**src/rtl/fft_pkg.sv**
```systemverilog
// Shared types and default sizes for the FFT input deserializer.
package fft_pkg;

    localparam int DATA_WIDTH_DEF = 8;
    localparam int PARL_WIDTH_DEF = 4;

    typedef enum logic [1:0] {
        BANK_EMPTY   = 2'd0,
        BANK_FILLING = 2'd1,
        BANK_FULL    = 2'd2
    } bank_state_t;

endpackage

```
**src/rtl/deser_bank.sv**
```systemverilog
// One ping-pong frame store: sample slots plus the EMPTY/FILLING/FULL tracker.
module deser_bank
    import fft_pkg::*;
#(
    parameter int DATA_WIDTH = DATA_WIDTH_DEF,
    parameter int PARL_WIDTH = PARL_WIDTH_DEF,
    localparam int IDX_W     = $clog2(PARL_WIDTH)
) (
    input  logic                  clk,
    input  logic                  rst_n,
    input  logic                  clr_i,
    input  logic                  wr_en_i,
    input  logic [IDX_W-1:0]      wr_idx_i,
    input  logic [DATA_WIDTH-1:0] wr_data_i,
    input  logic                  last_i,
    input  logic                  rd_ack_i,
    output bank_state_t           state_o,
    output logic [DATA_WIDTH-1:0] data_o [PARL_WIDTH]
);

    bank_state_t           state_q, state_d;
    logic [DATA_WIDTH-1:0] data_q [PARL_WIDTH];

    // Bank state register.
    always_ff @(posedge clk or negedge rst_n) begin
        if (!rst_n) state_q <= BANK_EMPTY;
        else        state_q <= state_d;
    end

    // Next bank state: clear wins, then a write, then consumption of a full frame.
    always_comb begin
        state_d = state_q;
        if (clr_i) begin
            state_d = BANK_EMPTY;
        end else if (wr_en_i) begin
            state_d = last_i ? BANK_FULL : BANK_FILLING;
        end else if (rd_ack_i && (state_q == BANK_FULL)) begin
            state_d = BANK_EMPTY;
        end
    end

    // Sample slots; contents survive a clear, only reset zeroes them.
    always_ff @(posedge clk or negedge rst_n) begin
        if (!rst_n) begin
            for (int k = 0; k < PARL_WIDTH; k++) data_q[k] <= '0;
        end else if (wr_en_i) begin
            data_q[wr_idx_i] <= wr_data_i;
        end
    end

    assign state_o = state_q;
    assign data_o  = data_q;

endmodule

```
**src/rtl/fft_deserializer.sv**
```systemverilog
// Serial-to-parallel front end of the FFT: gap-free ping-pong frame assembly.
module fft_deserializer
    import fft_pkg::*;
#(
    parameter int DATA_WIDTH = DATA_WIDTH_DEF,
    parameter int PARL_WIDTH = PARL_WIDTH_DEF
) (
    input  logic                  clk,
    input  logic                  rst_n,
    input  logic                  clr,
    input  logic                  dir,
    input  logic                  in_valid,
    output logic                  in_ready,
    input  logic [DATA_WIDTH-1:0] in_data,
    output logic                  out_valid,
    input  logic                  out_ready,
    output logic [DATA_WIDTH-1:0] par [PARL_WIDTH],
    output logic                  ovf
);

    localparam int             CNT_W    = $clog2(PARL_WIDTH);
    localparam logic [CNT_W-1:0] LAST_CNT = CNT_W'(PARL_WIDTH - 1);

    logic [CNT_W-1:0] cnt_q, cnt_d;
    logic             dir_q, dir_d;
    logic             wr_bank_q, wr_bank_d;
    logic             rd_bank_q, rd_bank_d;
    logic             ovf_q, ovf_d;

    bank_state_t           st0, st1;
    logic [DATA_WIDTH-1:0] data0 [PARL_WIDTH];
    logic [DATA_WIDTH-1:0] data1 [PARL_WIDTH];

    logic             accept, take, frame_dir, last;
    logic [CNT_W-1:0] wr_idx;

    // Handshake status comes purely from registered bank state.
    assign in_ready  = (wr_bank_q ? st1 : st0) != BANK_FULL;
    assign out_valid = (rd_bank_q ? st1 : st0) == BANK_FULL;
    assign accept    = in_valid && in_ready && !clr;
    assign take      = out_valid && out_ready && !clr;

    // The first sample of a frame uses the live dir; the rest use the latched copy.
    assign frame_dir = (cnt_q == '0) ? dir : dir_q;
    assign wr_idx    = frame_dir ? (LAST_CNT - cnt_q) : cnt_q;
    assign last      = (cnt_q == LAST_CNT);
    assign ovf       = ovf_q;

    deser_bank #(.DATA_WIDTH(DATA_WIDTH), .PARL_WIDTH(PARL_WIDTH)) u_bank0 (
        .clk      (clk),
        .rst_n    (rst_n),
        .clr_i    (clr),
        .wr_en_i  (accept && !wr_bank_q),
        .wr_idx_i (wr_idx),
        .wr_data_i(in_data),
        .last_i   (last),
        .rd_ack_i (take && !rd_bank_q),
        .state_o  (st0),
        .data_o   (data0)
    );

    deser_bank #(.DATA_WIDTH(DATA_WIDTH), .PARL_WIDTH(PARL_WIDTH)) u_bank1 (
        .clk      (clk),
        .rst_n    (rst_n),
        .clr_i    (clr),
        .wr_en_i  (accept && wr_bank_q),
        .wr_idx_i (wr_idx),
        .wr_data_i(in_data),
        .last_i   (last),
        .rd_ack_i (take && rd_bank_q),
        .state_o  (st1),
        .data_o   (data1)
    );

    // Output frame always reflects the read-side bank.
    always_comb begin
        for (int k = 0; k < PARL_WIDTH; k++) par[k] = rd_bank_q ? data1[k] : data0[k];
    end

    // Sample counter, direction latch, bank pointers and sticky overflow.
    always_comb begin
        cnt_d     = cnt_q;
        dir_d     = dir_q;
        wr_bank_d = wr_bank_q;
        rd_bank_d = rd_bank_q;
        ovf_d     = ovf_q;
        if (clr) begin
            cnt_d     = '0;
            wr_bank_d = 1'b0;
            rd_bank_d = 1'b0;
            ovf_d     = 1'b0;
        end else begin
            if (accept) begin
                if (cnt_q == '0) dir_d = dir;
                if (last) begin
                    cnt_d     = '0;
                    wr_bank_d = !wr_bank_q;
                end else begin
                    cnt_d = cnt_q + 1'b1;
                end
            end
            if (take) rd_bank_d = !rd_bank_q;
            if (in_valid && !in_ready) ovf_d = 1'b1;
        end
    end

    // Control register bank.
    always_ff @(posedge clk or negedge rst_n) begin
        if (!rst_n) begin
            cnt_q     <= '0;
            dir_q     <= 1'b0;
            wr_bank_q <= 1'b0;
            rd_bank_q <= 1'b0;
            ovf_q     <= 1'b0;
        end else begin
            cnt_q     <= cnt_d;
            dir_q     <= dir_d;
            wr_bank_q <= wr_bank_d;
            rd_bank_q <= rd_bank_d;
            ovf_q     <= ovf_d;
        end
    end

endmodule

```
**config.mk**
```make
export PLATFORM = sky130hd
export DESIGN_NAME = fft_deserializer
export DESIGN_NICKNAME = d
export VERILOG_FILES = /design/src/rtl/fft_pkg.sv /design/src/rtl/deser_bank.sv /design/src/rtl/fft_deserializer.sv
export SDC_FILE = /design/constraint.sdc
export NUM_CORES = 1
export LEC_CHECK = 0
export CAP_MARGIN = 0
export CORE_UTILIZATION = 49
export CTS_CLUSTER_DIAMETER = 30
export CTS_CLUSTER_SIZE = 10
export DETAILED_ROUTE_END_ITERATION = 8
export GPL_TIMING_DRIVEN = 0
export PLACE_DENSITY = 0.76
export REMOVE_ABC_BUFFERS = 1
export SYNTH_ARGS = -nofsm -noshare
export SYNTH_HDL_FRONTEND = slang
export SYNTH_SLANG_ARGS = --single-unit
```
**constraint.sdc**
```tcl
create_clock -name clk -period 2.12 [get_ports clk]
set_input_delay 0.424 -clock clk [delete_from_list [all_inputs] [get_ports clk]]
set_output_delay 0.424 -clock clk [all_outputs]
set_load 0.1 [all_outputs]
```
; ---- After elaboration in Yosys (flattened, before gate mapping)
; Cells that the tools add are included.
[classes]
addsub = 2
order_cmp = 2
n_eq_ne = 5
n_mux = 29
bitwise = 2
n_reduce_logical = 25
[ops]
columns = op, n
row1 = 32-bit bitwise mux, 2
row2 = 8-bit two-way mux, 5
row3 = 2-bit two-way mux, 13
row4 = 8-bit demux with 2-bit select, 1
row5 = 1-bit logical AND, 12
row6 = 2-bit == test (second input constant), 4
row7 = 1-bit two-way mux, 8
row8 = 2-bit nonzero test, 4
row9 = 3-bit nonzero test, 2
row10 = 1-bit logical NOT, 4
row11 = 2-bit AND reduction, 2
row12 = 3-bit >= comparator (second input constant), 1
row13 = 3-bit by 1-bit < comparator with 1-bit output (second input constant), 1
row14 = 2-bit inverter with 3-bit output, 1
row15 = 2-bit by 1-bit adder with 2-bit output (second input constant), 1
row16 = 2-bit logical NOT, 1
row17 = 2-bit != test (second input constant), 1
row18 = 2-bit subtractor (first input constant), 1
row19 = 1-bit inverter, 1
[word_totals]
ff_bits = 74
inputBits = 14
out_inout_bits = 35
word_cells = 80

; ---- Depth between registers and ports, before layout
[depth]
ltp_word = 9
mapped_depth = 7
depth_no_buf = 6

; ---- Modules after synthesis
; A second synthesis with hierarchy kept.
[unflattened]
hier_cells = 240
hier_area_um2 = 3460.8
[modules_own_cells]
columns = module, n_inst, cells_per_inst, area_per_inst_um2, seq_area_each_um2
row1 = deser_bank, 2, 78, 1313.8, 850.8
row2 = fft_deserializer, 1, 84, 833.3, 150.1

; ---- Least setup slack after synthesis
; OpenSTA, ideal clock, no wires.
[synth_timing]
path_kind = flip-flop to output port
from = register rd_bank_q
to = output out_valid
arrival_ps = 2885
required_time_ps = 1696
slack_ps = -1189
stages_incl_launch_ff = 4
n_path_buf = 2
cell_sequence = dfrtp_1 buf_2 buf_1 o21ai_0
[synth_via]
elab_chain_cells = 2
[synth_rtl]
columns = item, line_no
row1 = from (decl), fft_deserializer.sv:27  ; logic rd_bank_q, rd_bank_d;
row2 = from (signal assigned), fft_deserializer.sv:119  ; rd_bank_q <= rd_bank_d;
row3 = 2-bit two-way mux, fft_deserializer.sv:39  ; assign out_valid = (rd_bank_q ? st1 : st0) == BANK_FULL;
row4 = 2-bit == test, fft_deserializer.sv:39
row5 = to (decl), fft_deserializer.sv:15  ; output logic out_valid,
; Every way passes these cells.

==> metrics.cfg <==
[run_status]
status = finished, final reports clean

[route]
drt_iter0_drc = 76
wl_per_cell_um = 17.1
drt-total-wl_um = 6880
vias_per_cell = 5.23
drc = 0
dr.pass1.iters = 4
antenna_left = 0
vias = 2107

[timing]
holdWs_ns = 0.497
worst_slack_ns = 0.0432
rsz0062_at_grt = true
tightestPinTransition_ns = 0.952
min_period_over_period_pct = 98.0
slew_violations = 0
final-setup-viol-count = 0
fin_crit_ns = 2.08
skew_ns = 0.00587
fmax_mhz = 482
hold_viol = 0
slew_headroom_pct = 36.8

[cells_and_area]
num_antenna_cells = 0
multiInputGateArea_um2 = 1580
fill_cells = 525
finalNetCount = 318
stdcell_area_um2 = 4350
seqCellArea_um2 = 1860
syn_to_final_growth_pct = 25.6
drive_above_1_share_pct = 58.3

[logic_synthesis]
synth_cells = 242
yosys_register_bits = 74
synthDistinctLibCells = 31
syn_area_per_cell_um2 = 14.3
synth.cell_area_um2 = 3460
yosysWarnings = 0
ys_seq_area_share_pct = 53.5

[floorplan]
coreArea_um2 = 6790
die_width_um = 86.0
die_h_um = 86.0
rows = 30
die-area_um2 = 7400
pin_count = 49
start_util_pct = 50.9

[global_routing]
gr-total-overflow = 0
grt_pass1_wl_um = 11100
grt_util_all_layers_pct = 20.7
grt_antenna_before_repair = 0
grt_pass1_vias = 2126
grt_max_degree = 54

[hold_path]
hold_path.class = flop to flop

[power_and_ir_drop]
power_density_nw_per_um2 = 1390
worst_ir_drop_vdd_mv = 0.897
p_leak_nw = 1.98

[critical_path]
cp-start-kind = flop
worstPathMaxFanout = 19
crit_slowest_cell = dfrtp_4
max_stage_delay_ns = 0.53
critPathRequiredTime_ns = 1.70
crit_arrival_ns = 1.65
crit_path_end_kind = primary output
criticalPathCategory = flop to primary output
path_cells = buf_12 -> mux2_2 -> buf_4

[clock_tree]
clk_pin_slew_ns = 0.08
clockBufferDepth = 2
htreeDepth = 3
insertion_delay_ns = 0.35
cts_tree = yes
clockRootBuffer = clkbuf_8
cts_buffers = 9
cts.sinks = 74

[place]
dp_hpwl_um = 4120
placed_cell_area_um2 = 4020
io_buffers = 48
gp_routability_congestion = 0.706
preCtsSetupSlack_ns = -0.819

[job]
drv_cap = 0

[timing repair]
action / 4_1_cts / 5_1_grt
setup endpoints to repair: 99 / 67
hold endpoints to repair: 21 / 0
hold buffers: 1 / 0
resized for setup: 215 / 25
setup buffers: 9 / 0
pin swaps: 1 / 0
[worst max-delay path, delay by kind of cell, from the launching register on]
kind / cells / cell delay, ns
flops: 1 / 0.53
mux: 1 / 0.34
buf+inv: 2 / 0.43
[layout by cell type (no fill, tap or decap), drive strengths merged, types with 5 or more instances in the layout]
cell / instances
mux2i: 6
inv: 5
mux2: 97
nand2: 10
clkdlybuf4s50: 11
clkbuf: 9
o21ai: 7
nor2: 5
nand2b: 5
buf: 45
dfrtp: 74
[synth_stat cells]
cell type	number	area, µm²
a21oi_1	3	15.0
inv_1	4	15.0
ha_1	2	25.0
and2b_1	3	22.5
mux2_4	8	120
buf_2	2	10.0
o21ai_0	6	30.0
buf_6	4	45.0
nor2_1	5	18.8
or3_1	1	6.26
o22ai_1	1	6.26
nor4bb_1	1	10.0
or2_2	1	6.26
nand4b_1	1	8.76
o21ba_1	1	10.0
or3b_2	1	8.76
mux2i_4	1	22.5
dfrtp_1	74	1850
nand2_2	3	18.8
nand2b_1	5	31.3
and3_4	1	11.3
nand3b_1	2	15.0
mux2_2	89	1000
clkbuf_1	1	3.75
o211ai_1	1	7.51
nor3b_1	3	22.5
o21ai_4	1	16.3
mux2i_1	5	50.1
buf_1	3	11.3
nor2b_1	2	12.5
nand2_1	7	26.3
[power breakdown]
part | internal (mW) | switching, mW | total [mW]
combinational | 0.874 | 2.25 | 3.12
clock | 0.551 | 0.560 | 1.11
sequential | 1.68 | 0.135 | 1.82
total | 3.11 | 2.94 | 6.05
[cell families after synthesis]
kind of cell / after synthesis / synth area share, %
buffers and inverters: 14 / 2.46
muxes: 103 / 34.5
DFF: 74 / 53.5
AOI/OAI and AO/OA: 13 / 2.46
and+or+nand+nor: 36 / 6.33
adders and majority gates: 2 / 0.723
[through the flow]
stage | instances | TNS (ns) | util (%) | total power [mW]
2_1_floorplan | 232 | -6.32 | - | 4.28
3_3_place_gp | 376 | -238.35 | 58.7 | 4.90
3_5_place_dp | 377 | -62.18 | 59.2 | 4.93
4_1_cts | 403 | 0 | 62.6 | 5.96
5_1_grt | 403 | -0.0217 | 64.0 | 6.27
6_report | 403 | 0 | 64.0 | 6.05
[layout make-up]
class                   count  area share, %
well taps                  96           2.76
multi-input cells         154           36.3
clock buffers               9           2.85
repair buffers             59           13.2
clock inverters             7           1.81
flip-flops and latches     74           42.7
inverters                   4          0.345
[flip-flops by register name (all words and copies together), names as in the netlist]
| signal | flops |
|---|---|
| u_bank0.state_o | 2 |
| u_bank1.data_o | 32 |
| dir_q | 1 |
| ovf | 1 |
| u_bank1.state_o | 2 |
| u_bank0.data_o | 32 |
| rd_bank_q | 1 |
| cnt_q | 2 |
| wr_bank_q | 1 |
[layer usage]
| metal | wire length (µm) | global-route usage [%] | vias to the layer above |
|---|---|---|---|
| met4 | 116 | 8.18 | 0 |
| met5 | 0 | 0 | - |
| met1 | 3270 | 28.4 | 1063 |
| met3 | 226 | 4.81 | 10 |
| li1 | - | - | 988 |
| met2 | 3270 | 32.0 | 46 |
[path summary, 6_finish.rpt]
path / startpoint / cells past startpoint / endpoint / slack, ns
min reg2reg: ovf / 2 / ovf / 0.50
max in group asynchronous: rst_n / 3 / rd_bank_q / 1.06
max reg2reg: cnt_q[1] / 6 / u_bank0.data_o[8] / 0.06
min in group asynchronous: rst_n / 2 / u_bank1.state_o[1] / 0.51
max: rd_bank_q / 3 / par[14] / 0.04
min: ovf / 2 / ovf / 0.50
Note: power is estimated with default switching activity, not from simulation.
